$ cat src/rtl/regfile_wb_sched_pkg.sv
// Shared types for the register-file write-back scheduler: architectural
// register addresses, data words and the queued write-back entry.
package regfile_wb_sched_pkg;

  localparam int NUM_CREGS = 32;
  localparam int CREG_AW   = 5;
  localparam int WORD_W    = 32;

  typedef logic [WORD_W-1:0]  word_t;
  typedef logic [CREG_AW-1:0] creg_addr_t;

  typedef struct packed {
    creg_addr_t wa;
    word_t      wd;
  } wb_entry_t;

  // One-hot register mask, all-zero when not enabled.
  function automatic logic [NUM_CREGS-1:0] creg_onehot(input creg_addr_t a, input logic en);
    logic [NUM_CREGS-1:0] v;
    v    = '0;
    v[a] = en;
    return v;
  endfunction

endpackage

$ cat src/rtl/regfile_wb_sched_fifo.sv
// Synchronous FIFO of write-back entries with registered full/empty and an
// associative lookup telling whether any queued entry targets a register.
module wb_fifo
  import regfile_wb_sched_pkg::*;
#(
  parameter int DEPTH = 2
) (
  input  logic       clk,
  input  logic       reset,
  input  logic       push,
  input  wb_entry_t  push_data,
  input  logic       pop,
  output wb_entry_t  head,
  output logic       full,
  output logic       empty,
  input  creg_addr_t query_wa,
  output logic       query_hit
);

  localparam int PTR_W = $clog2(DEPTH);

  wb_entry_t        mem [DEPTH];
  logic [PTR_W:0]   wr_ptr;
  logic [PTR_W:0]   rd_ptr;
  logic [PTR_W:0]   used;
  logic             do_push;
  logic             do_pop;

  // Extra pointer bit distinguishes full from empty when the indices match.
  assign empty   = (wr_ptr == rd_ptr);
  assign full    = (wr_ptr[PTR_W] != rd_ptr[PTR_W]) &&
                   (wr_ptr[PTR_W-1:0] == rd_ptr[PTR_W-1:0]);
  assign used    = wr_ptr - rd_ptr;
  assign do_push = push && !full;
  assign do_pop  = pop && !empty;
  assign head    = mem[rd_ptr[PTR_W-1:0]];

  // NOTE: sequential state uses non-blocking assignments so every flop samples pre-edge values.
  always_ff @(posedge clk or posedge reset) begin
    if (reset) begin
      wr_ptr <= '0;
      rd_ptr <= '0;
    end else begin
      if (do_push) wr_ptr <= wr_ptr + 1'b1;
      if (do_pop)  rd_ptr <= rd_ptr + 1'b1;
    end
  end

  // NOTE: storage is not reset; the pointers alone decide which entries are valid.
  always_ff @(posedge clk) begin
    if (do_push) mem[wr_ptr[PTR_W-1:0]] <= push_data;
  end

  // NOTE: every always_comb output gets a default first so no latch is inferred.
  always_comb begin
    logic [PTR_W-1:0] offset;
    query_hit = 1'b0;
    offset    = '0;
    for (int i = 0; i < DEPTH; i++) begin
      offset = PTR_W'(i) - rd_ptr[PTR_W-1:0];
      if (((PTR_W+1)'(offset) < used) && (mem[i].wa == query_wa)) query_hit = 1'b1;
    end
  end

endmodule

$ cat src/rtl/regfile_wb_sched.sv
// Write-back scheduler: shares the register-file write port between the WB
// stage and a long-latency unit, and stalls decode on pending destinations.
module regfile_wb_sched
  import regfile_wb_sched_pkg::*;
#(
  parameter int MAX_PENDING = 4,
  parameter int FIFO_DEPTH  = 2
) (
  input  logic        clk,
  input  logic        reset,
  input  logic        pipe_we,
  input  logic [4:0]  pipe_wa,
  input  logic [31:0] pipe_wd,
  input  logic [4:0]  id_ra1,
  input  logic [4:0]  id_ra2,
  input  logic        id_we,
  input  logic [4:0]  id_wa,
  output logic        id_stall,
  input  logic        lu_req_valid,
  input  logic [4:0]  lu_req_wa,
  output logic        lu_req_ready,
  input  logic        lu_resp_valid,
  input  logic [4:0]  lu_resp_wa,
  input  logic [31:0] lu_resp_wd,
  output logic        lu_resp_ready,
  output logic        rf_we,
  output logic [4:0]  rf_wa,
  output logic [31:0] rf_wd,
  output logic [31:0] pending,
  output logic        err
);

  localparam int CNT_W = $clog2(MAX_PENDING + 1);

  logic [CNT_W-1:0]     count_q, count_d;
  logic [NUM_CREGS-1:0] pending_q, pending_d;
  logic                 err_q, err_d;

  wb_entry_t resp_entry;
  wb_entry_t fifo_head;
  logic      fifo_full;
  logic      fifo_empty;
  logic      fifo_hit;
  logic      fifo_pop;
  logic      pipe_busy;
  logic      issue_fire;
  logic      resp_fire;

  assign resp_entry = '{wa: lu_resp_wa, wd: lu_resp_wd};

  wb_fifo #(
    .DEPTH (FIFO_DEPTH)
  ) u_fifo (
    .clk       (clk),
    .reset     (reset),
    .push      (resp_fire),
    .push_data (resp_entry),
    .pop       (fifo_pop),
    .head      (fifo_head),
    .full      (fifo_full),
    .empty     (fifo_empty),
    .query_wa  (lu_resp_wa),
    .query_hit (fifo_hit)
  );

  // A WB write to r0 is architecturally a no-op, so it leaves the port free.
  assign pipe_busy     = pipe_we && (pipe_wa != '0);
  assign fifo_pop      = !pipe_busy && !fifo_empty;

  assign lu_resp_ready = !fifo_full;
  assign resp_fire     = lu_resp_valid && lu_resp_ready;

  // Refusing a second issue to a pending register rules out same-cycle set and clear.
  assign lu_req_ready  = (count_q < CNT_W'(MAX_PENDING)) &&
                         !((lu_req_wa != '0) && pending_q[lu_req_wa]);
  assign issue_fire    = lu_req_valid && lu_req_ready;

  always_comb begin
    rf_we = 1'b0;
    rf_wa = '0;
    rf_wd = '0;
    if (pipe_busy) begin
      rf_we = 1'b1;
      rf_wa = pipe_wa;
      rf_wd = pipe_wd;
    end else if (!fifo_empty) begin
      rf_we = (fifo_head.wa != '0);
      rf_wa = fifo_head.wa;
      rf_wd = fifo_head.wd;
    end
  end

  always_comb begin
    count_d = count_q;
    err_d   = err_q;

    unique case ({issue_fire, fifo_pop})
      2'b10:   count_d = count_q + 1'b1;
      2'b01: begin
        if (count_q == '0) err_d = 1'b1;
        else               count_d = count_q - 1'b1;
      end
      default: count_d = count_q;
    endcase

    // A result nobody is waiting for: not pending and not already queued.
    if (resp_fire && (lu_resp_wa != '0) && !pending_q[lu_resp_wa] && !fifo_hit)
      err_d = 1'b1;

    // The clear lands the cycle after the register file write, so the stall
    // drops exactly when readers can see the new value.
    pending_d    = (pending_q & ~creg_onehot(fifo_head.wa, fifo_pop)) |
                   creg_onehot(lu_req_wa, issue_fire);
    pending_d[0] = 1'b0;
  end

  always_ff @(posedge clk or posedge reset) begin
    if (reset) begin
      count_q   <= '0;
      pending_q <= '0;
      err_q     <= 1'b0;
    end else begin
      count_q   <= count_d;
      pending_q <= pending_d;
      err_q     <= err_d;
    end
  end

  assign id_stall = pending_q[id_ra1] | pending_q[id_ra2] | (id_we & pending_q[id_wa]);
  assign pending  = pending_q;
  assign err      = err_q;

endmodule

$ cat config.mk
export PLATFORM = sky130hd
export DESIGN_NAME = regfile_wb_sched
export DESIGN_NICKNAME = d
export VERILOG_FILES = /design/src/rtl/regfile_wb_sched_pkg.sv /design/src/rtl/regfile_wb_sched_fifo.sv /design/src/rtl/regfile_wb_sched.sv
export SDC_FILE = /design/constraint.sdc
export NUM_CORES = 1
export LEC_CHECK = 0
export CAP_MARGIN = 20
export CORE_MARGIN = 5
export CORE_UTILIZATION = 55
export DETAILED_ROUTE_END_ITERATION = 6
export DONT_BUFFER_PORTS = 1
export GPL_TIMING_DRIVEN = 0
export PLACE_DENSITY = 0.73
export SLEW_MARGIN = 15
export SYNTH_ARGS = -nofsm -noshare
export SYNTH_HDL_FRONTEND = slang
export SYNTH_SLANG_ARGS = --single-unit
$ cat constraint.sdc
create_clock -name clk -period 4.53 [get_ports clk]
set_clock_uncertainty 0.05 [all_clocks]
set_input_delay 0.906 -clock clk [delete_from_list [all_inputs] [get_ports clk]]
set_output_delay 0.906 -clock clk [all_outputs]
set_load 0.05 [all_outputs]
# == Yosys cells after proc, flatten, opt, wreduce, memory -nomap -nowiden ==
# Memory sizes are Yosys's and may differ from the RTL's.
# Index checks and enable logic that the tools add are counted.
# op_classes
reduce_logical,32
addsub,7
bitwise,8
magnitude_cmp,11
n_mux,29
n_eq_ne,8
# ops
cell,count
$and 32x32->32,3
$mux 32,2
$lt 5x6->1 const B,6
$not 32->32,1
$or 32x32->32,1
$bmux 1 s5,5
$reduce_bool 5->1,4
$logic_and 1x1->1,16
$mux 1,16
$demux 1 s5,2
$eq 5x5->1,2
$ge 5x1->1 const B,2
$mux 5,2
$logic_not 1->1,6
$pmux 3 s2,1
$reduce_bool 2->1,3
$add 2x1->2 const B,2
$lt 1x2->1,2
$reduce_and 2->1,2
$add 3x1->3 const B,1
$logic_not 3->1,1
$lt 3x3->1 const B,1
$mux 3,1
$sub 3x1->3 const B,1
other kinds (10),12
# totals
ram_bits,74
wordCells,101
n_memories,1
regBits,39
out_inout_bits,74
# memory_table
name,depth,width,rd,rd_ports_with_merged_regs,write_ports,line,text
u_fifo.mem,2,37,3,0,1,regfile_wb_sched_fifo.sv:22,wb_entry_t mem [DEPTH];

# == Depth between registers and ports, before layout ==
# Gate-level depths: netlist (run 1).
# logic_depth
ltp_word,9
ltp_mapped,12

# == Cells and area by module ==
# Synthesis (run 1) repeated with hierarchy kept, for this count alone.
# unflattened
cells_unflattened,552
hier_area_um2,6500.0
# by_module_without_submodules
module,instances,area_per_inst_um2,cells_per_inst,seq_area_each_um2
regfile_wb_sched,1,3440.8,393,875.8
wb_fifo,1,3059.2,159,2322.2

# == Least setup slack after synthesis (run 1) ==
# No wires, ideal clock.
# synth_timing
path_type,input port to output port
from,input pipe_wa[2]
to,output rf_wa[0]
t_arrival_ns,3.283
path_buffers,2
cell_stages,6
slack_ns,0.291
cell_sequence,or4_1 > o21a_1 > clkbuf_1 > or2_2 > clkbuf_1 > o21ai_0
# synth_between
elab_chain_len,3
# synth_rtl
item,line,text
"start, declared",regfile_wb_sched.sv:12,"input logic [4:0] pipe_wa,"
$reduce_bool 5->1,regfile_wb_sched.sv:67,assign pipe_busy = pipe_we && (pipe_wa != '0);
$logic_and 1x1->1,regfile_wb_sched.sv:67,
$mux 5,regfile_wb_sched.sv:82,if (pipe_busy) begin
"end, declared",regfile_wb_sched.sv:27,"output logic [4:0] rf_wa,"
# No other way between the ends.

# == Final worst setup path (run 1) ==
# layout_timing
from,register u_fifo.rd_ptr[0]
to,output rf_wd[2]
# layout_between
elab_chain_len,3
word_cells_on_any_way,4
# layout_rtl
item,line,text
"start, declared",regfile_wb_sched_fifo.sv:24,logic [PTR_W:0] rd_ptr;
"start signal, assigned",regfile_wb_sched_fifo.sv:45,if (do_pop) rd_ptr <= rd_ptr + 1'b1;
$mem_v2 2x37 / $eq 2x2->1 (equally long branches),-,
$mux 32 (*),regfile_wb_sched.sv:86,end else if (!fifo_empty) begin
$mux 32 (*),regfile_wb_sched.sv:82,
"end, declared",regfile_wb_sched.sv:28,"output logic [31:0] rf_wd,"
# Every way passes the cells marked *; elsewhere a longest branch is shown, timed or not.

==> results of run 1 <==
## worst reg2reg max path: stages (launching register included)
cell      delay, ns
dfrtp_1        0.44
clkbuf_2       0.28
clkinv_1       0.29
ha_1           0.38
and2_1         0.15
clkbuf_1       0.29
nor2_1         0.22
buf_2          0.26
nand2_1        0.13
fa_1           0.52
nand2_1        0.05
a21boi_0       0.21
nor2_1         0.08
## routing by layer
metal  up-vias  wire length [microns]
li1       2170                      -
met1      2466                   6600
met2       347                   9350
met3        51                   2090
met4         0                    519
met5         -                      0
## sequential cells by signal, indices dropped and copies added, names as in the netlist
name,flops
err,1
u_fifo.rd_ptr,2
u_fifo.wr_ptr,2
pending,31
count_q,3
u_fifo.mem,74
## cells by family after synthesis
group / after synthesis / synth area share [%]
fa+ha+maj: 4 / 0.882
simple gates: 119 / 8.71
buf+inv: 55 / 3.53
other cells: 1 / 0.0575
compound gates: 140 / 14.5
xor+xnor: 16 / 2.15
mux: 94 / 21.2
flops: 113 / 49.0
## worst paths after layout
check	to	slack, ns	cells past startpoint	startpoint
setup / recovery	rf_wd[2]	0.23	7	u_fifo.rd_ptr[0]
hold / removal	pending[31]	0.32	1	reset
setup reg to reg	count_q[1]	1.07	12	u_fifo.rd_ptr[0]
hold reg to reg	u_fifo.wr_ptr[1]	0.43	1	u_fifo.wr_ptr[1]
max in group asynchronous	err	3.65	2	reset
min in group clk	u_fifo.wr_ptr[1]	0.43	1	u_fifo.wr_ptr[1]
## through the flow
step	worst slack, ns	TNS, ns	cells	hold slack (ns)
6_report	0.234	0	720	0.319
5_1_grt	0.00137	0	720	0.326
4_1_cts	-0.238	-4.32	720	0.318
3_5_place_dp	0.199	0	688	0.428
3_3_place_gp	0.0308	0	685	0.424
2_1_floorplan	0.291	0	542	0.412
## layout make-up
cell class	count	share of cell area [%]
Tap cell	143	2.28
Buffer	42	2.37
Clock inverter	15	2.80
Timing Repair Buffer	3	0.859
Sequential cell	113	40.7
Clock buffer	17	5.41
Multi-Input combinational cell	374	45.0
Inverter	13	0.621
## power groups by stage
| stage | logic [mW] | registers (mW) | clock network, mW |
|---|---|---|---|
| floorplan | 1.94 | 2.16 | 0 |
| global placement | 2.24 | 2.35 | 0 |
| detailed placement | 2.47 | 2.36 | 0 |
| CTS | 2.57 | 2.35 | 1.46 |
| global route | 2.91 | 2.40 | 1.51 |
| finish | 2.73 | 2.37 | 1.45 |
## layout by cell type (no fill, tap or decap), drive strengths merged, types with 3 or more instances in the layout
cell	n
a21oi	9
a31oi	4
a32o	5
and3	3
buf	18
bufinv	4
clkbuf	44
clkinv	3
dfrtp	39
edfxtp	74
ha	3
inv	20
mux2	4
mux2i	55
mux4	35
nand2	66
nand3	5
nand3b	4
nor2	11
nor2b	4
nor3	4
o21ai	43
o221ai	3
o31ai	61
or3	6
or3b	3
xnor2	10
xor2	6
## what timing repair did
item / 4_1_cts / 5_1_grt
pin swaps: 0 / 28
gates resized for setup: 12 / 26
endpoints found under the setup margin: 30 / 37
cloned: 0 / 0
==> metrics, run 1 <==
row count 39; drc violations 0; asr flop ratio synth 34.5%; register area 0.00320 sq mm; maximum vdd ir drop 0.462 mV; layout cells sized above 1 23.1%; chip height 119 microns; Yosys reg bits 113; CTS H-tree depth 4; Crit path max-delay family buffers and inverters; net switching power 3.24 mW; Initial Util 56.7%; chip width 119 microns; fin. max-slew vios 0; CTS tree built; Hold Buf Count CTS 0; cell area after layout 0.00786 sq mm; max cap viols 0; fin crit period 4.30 ns; Avg Inst Size Synth 12.0 sq um; P&R area growth vs syn 20.5%; post-route ant nets 0; Clock Power Share 22.1%; total CTS buffers 17; EDFF count, synth 74; cell with the most instances after synthesis edfxtp_1; period utilization 94.8%; top post-synthesis cells by count edfxtp_1 (74), nand2_1 (66), o31ai_1 (61), mux2i_1 (55), dfrtp_1 (39); Buf/Inv on CP 4; Switching Share 49.4%; Top cell by count, worst path clkbuf_2; Int Power 3.31 mW; overall power 6.55 mW; Antenna Cells 0; filler instances 788; synth warn 0; Top Ports 174; Avg WL per Cell 25.8 microns; worst path required time 3.57 ns; HP Class in -> async; vias in the first global route 5,092; Port Buffers 0; Most Used Layer, Global Route met2; Post-CTS Setup Bufs 0; global-route wire length before repair 28.7 mm; Top FF cell, synth edfxtp_1; top post-synthesis cells by area edfxtp_1 (34%), dfrtp_1 (15%), mux4_2 (12%), mux2i_1 (8.4%), o31ai_1 (7.0%); worst-path fanout max 10; hpwl dp 12.8 mm; Multi-input gate area 0.00354 sq mm; CTS clock-pin slew for the worst setup and hold paths 0.06 ns; fmax 233 MHz; DRT Pass-1 Iters 5; die footprint 0.0141 sq mm; GR Overflow Total 0; Logic pwr share 41.7%; Power per Cell Area 833 mW/mm^2; CP Capture Type primary output; Setup violations, final 0; M1 GR Usage 32.5%; Initial DRC Count 530; status complete, no violations; via count 5,034; Worst-Margin Slew 1.25 ns; share of the synthesized area in the top cell type 34.1%; Slew HR 16.4%; Root Driver clkbuf_16; antenna violations before repair 0; grt met2 use 43.0%; RSZ-0062 raised after global routing false; post-synth cell types 55; final core utilization 68.3%; area leader, netlist edfxtp_1; largest net degree at the start of global routing 34; final net count 668; Clock Sinks 113; slowest cell on the critical path o31ai_4; Area after DPL 0.00695 sq mm; critical path class reg -> out; CP peak stage delay 0.64 ns; Max Root-Sink Buffers 2; Worst Path Arrival 3.34 ns; vias per cell 6.99; syn nets 646; power share of the sequential group 36.2%; drt total wl 18.6 mm; Fin. Hold Viols 0; placer's final routability congestion estimate 0.897; clock insertion delay at the later pin of the skew report 0.41 ns; GRT Overall Usage 26.2%; sequential share of the synthesized area 49.0%; Mapped Cells 542; Core ar. 0.0115 sq mm; Pleak 2.83 nW; CP startpoint kind register; Syn Std Cell Area 0.00653 sq mm; worst path cell trace clkbuf_2, clkinv_1, ha_1, and2_1, clkbuf_1, clkbuf_2, o31ai_4; met3 Track Usage GR 7.87%
No activity file was read; power rests on OpenSTA's default activity.
==> inputs of run 2 (changes only) <==
--- a/config.mk
+++ b/config.mk
@@ -11,7 +11,7 @@
 export DETAILED_ROUTE_END_ITERATION = 6
 export DONT_BUFFER_PORTS = 1
 export GPL_TIMING_DRIVEN = 0
-export PLACE_DENSITY = 0.73
+export PLACE_DENSITY = 0.76
 export SLEW_MARGIN = 15
 export SYNTH_ARGS = -nofsm -noshare
 export SYNTH_HDL_FRONTEND = slang
==> constraint.sdc (replaced) <==
create_clock -name clk -period 3.91 [get_ports clk]
set_clock_uncertainty 0.05 [all_clocks]
set_input_delay 0.782 -clock clk [delete_from_list [all_inputs] [get_ports clk]]
set_output_delay 0.782 -clock clk [all_outputs]
set_load 0.05 [all_outputs]
==> run 2 against run 1 <==
Sequential share of layout area grew 0.33 points. Cell area shrank 0.76%. Worst hold slack lost 0.10 ns. Global-route usage grew 0.51 points. Critical path depth shrank 2. Sequential power grew 17%. Clock power is essentially flat. Via count grew 0.97%. Count of clock-buffer cells in the layout is the same. Largest cell class unchanged. Largest power group unchanged.
==> metrics, run 2 (synthesis results as in run 1) <==
status complete, no violations; Reg-to-Reg End count_q[1]; GRT Overall Usage 26.7%; Logic pwr share 43.1%; Port Buffers 0; Initial Util 56.7%; GR Overflow Total 0; fin. max-slew vios 0; drc violations 0; fin crit period 3.81 ns; Worst Path Arrival 2.98 ns; net switching power 3.76 mW; worst-path fanout max 10; CP peak stage delay 0.97 ns; CTS H-tree depth 4; reg2reg start u_fifo.rd_ptr[0]; chip width 119 microns; largest net degree at the start of global routing 40; CP Capture Type primary output; Top Ports 174; post-route ant nets 0; layout cells sized above 1 23.9%; die footprint 0.0141 sq mm; Fin. Hold Viols 0; CTS tree built; most frequent cells in the layout edfxtp_1 (74), nand2_1 (66), mux2i_1 (55); clock insertion delay at the later pin of the skew report 0.41 ns; Crit path max-delay family compound AO/OA/AOI/OAI gates; P&R area growth vs syn 19.6%; final net count 668; max cap viols 0; slowest cell on the critical path o31ai_2; Initial DRC Count 737; Clock Sinks 113; antenna violations before repair 0; DRT Pass-1 Iters 6; Pleak 2.79 nW; Placement Setup Slack -0.221 ns; placer's final routability congestion estimate 0.938; Power per Cell Area 950 mW/mm^2; via count 5,083; crit path from pipe_wa[2]; Top cell by count, worst path clkbuf_1; Sum Neg Setup Slack 0 ns; drt total wl 19.0 mm; Switching Share 50.7%; Buf/Inv on CP 2; worst path cell trace or4_1, o21a_1, clkbuf_1, clkbuf_1, o31ai_2; Root Driver clkbuf_16; CP startpoint kind input pin; Int Power 3.65 mW; period utilization 97.5%; Hold Buf Count CTS 0; vias in the first global route 5,224; Worst-Margin Slew 1.12 ns; fmax 262 MHz; row count 39; maximum vdd ir drop 0.582 mV; Setup violations, final 0; placed cells 688; HP Class in -> async; Max Root-Sink Buffers 2; chip height 119 microns; setup ws final 0.0982 ns; Post-CTS Setup Bufs 0; RSZ-0062 raised after global routing true; Clock Power Share 19.6%; power share of the sequential group 37.3%; global-route wire length before repair 29.3 mm; total CTS buffers 17; vias per cell 7.06; reg2reg path depth 11; Slew HR 25.4%; Antenna Cells 0; worst path required time 3.08 ns; CTS clock-pin slew for the worst setup and hold paths 0.05 ns; Avg WL per Cell 26.4 microns; Setup crit end rf_wa[3]; max FFs per register 74; hpwl dp 13.0 mm; most common cell after layout, fill and taps aside edfxtp_1; instance count on the critical path 5; critical path class in -> out; Core ar. 0.0115 sq mm; flop2flop setup slack 0.79 ns; final cell count without fillers 720
## run 2: layout make-up
cell class / instances / area, sq um
Fill cell: 803 / 3710
Timing Repair Buffer: 4 / 75.1
Clock inverter: 15 / 135
Sequential cell: 113 / 3200
Inverter: 13 / 52.6
Clock buffer: 17 / 425
Multi-Input combinational cell: 374 / 3540
Tap cell: 143 / 179
Buffer: 41 / 191
## run 2: power by group through the flow
stage / registers [mW] / clock network, mW / logic [mW]
6_report: 2.77 / 1.45 / 3.20
5_1_grt: 2.78 / 1.52 / 3.39
4_1_cts: 2.73 / 1.45 / 3.18
3_5_place_dp: 2.73 / 0 / 2.89
3_3_place_gp: 2.72 / 0 / 2.60
2_1_floorplan: 2.50 / 0 / 2.25
## run 2: what timing repair did
action / in CTS / in global routing
cloned: 0 / 0
pin swaps: 30 / 1
gates resized for setup: 39 / 4
endpoints found under the hold margin: 0 / 0
setup endpoints to repair: 38 / 32
## run 2: metal layers
| layer | share of wire, % | GRT usage (%) |
|---|---|---|
| met1 | 36 | 32.4 |
| met2 | 51 | 44.9 |
| met3 | 10 | 8.77 |
| met4 | 3.3 | 9.41 |
| met5 | 0 | 0 |
## run 2: worst min-delay path by stage
stage	startpoint	endpoint
global placement	u_fifo.wr_ptr[1]	u_fifo.wr_ptr[1]
global route	reset	pending[28]
detailed placement	u_fifo.rd_ptr[1]	u_fifo.rd_ptr[1]
floorplan	u_fifo.wr_ptr[1]	u_fifo.wr_ptr[1]
finish	reset	pending[28]
CTS	reset	pending[28]
## run 2: through the flow
step | instance area (sq um) | total power, mW | hold WS, ns | util (%)
after floorplan | 6530 | 4.74 | 0.412 | -
after global placement | 6700 | 5.32 | 0.425 | 58.2
after detailed placement | 6940 | 5.62 | 0.437 | 60.3
after CTS | 7780 | 7.36 | 0.226 | 67.6
after global routing | 7800 | 7.70 | 0.231 | 67.8
final | 7800 | 7.41 | 0.217 | 67.8
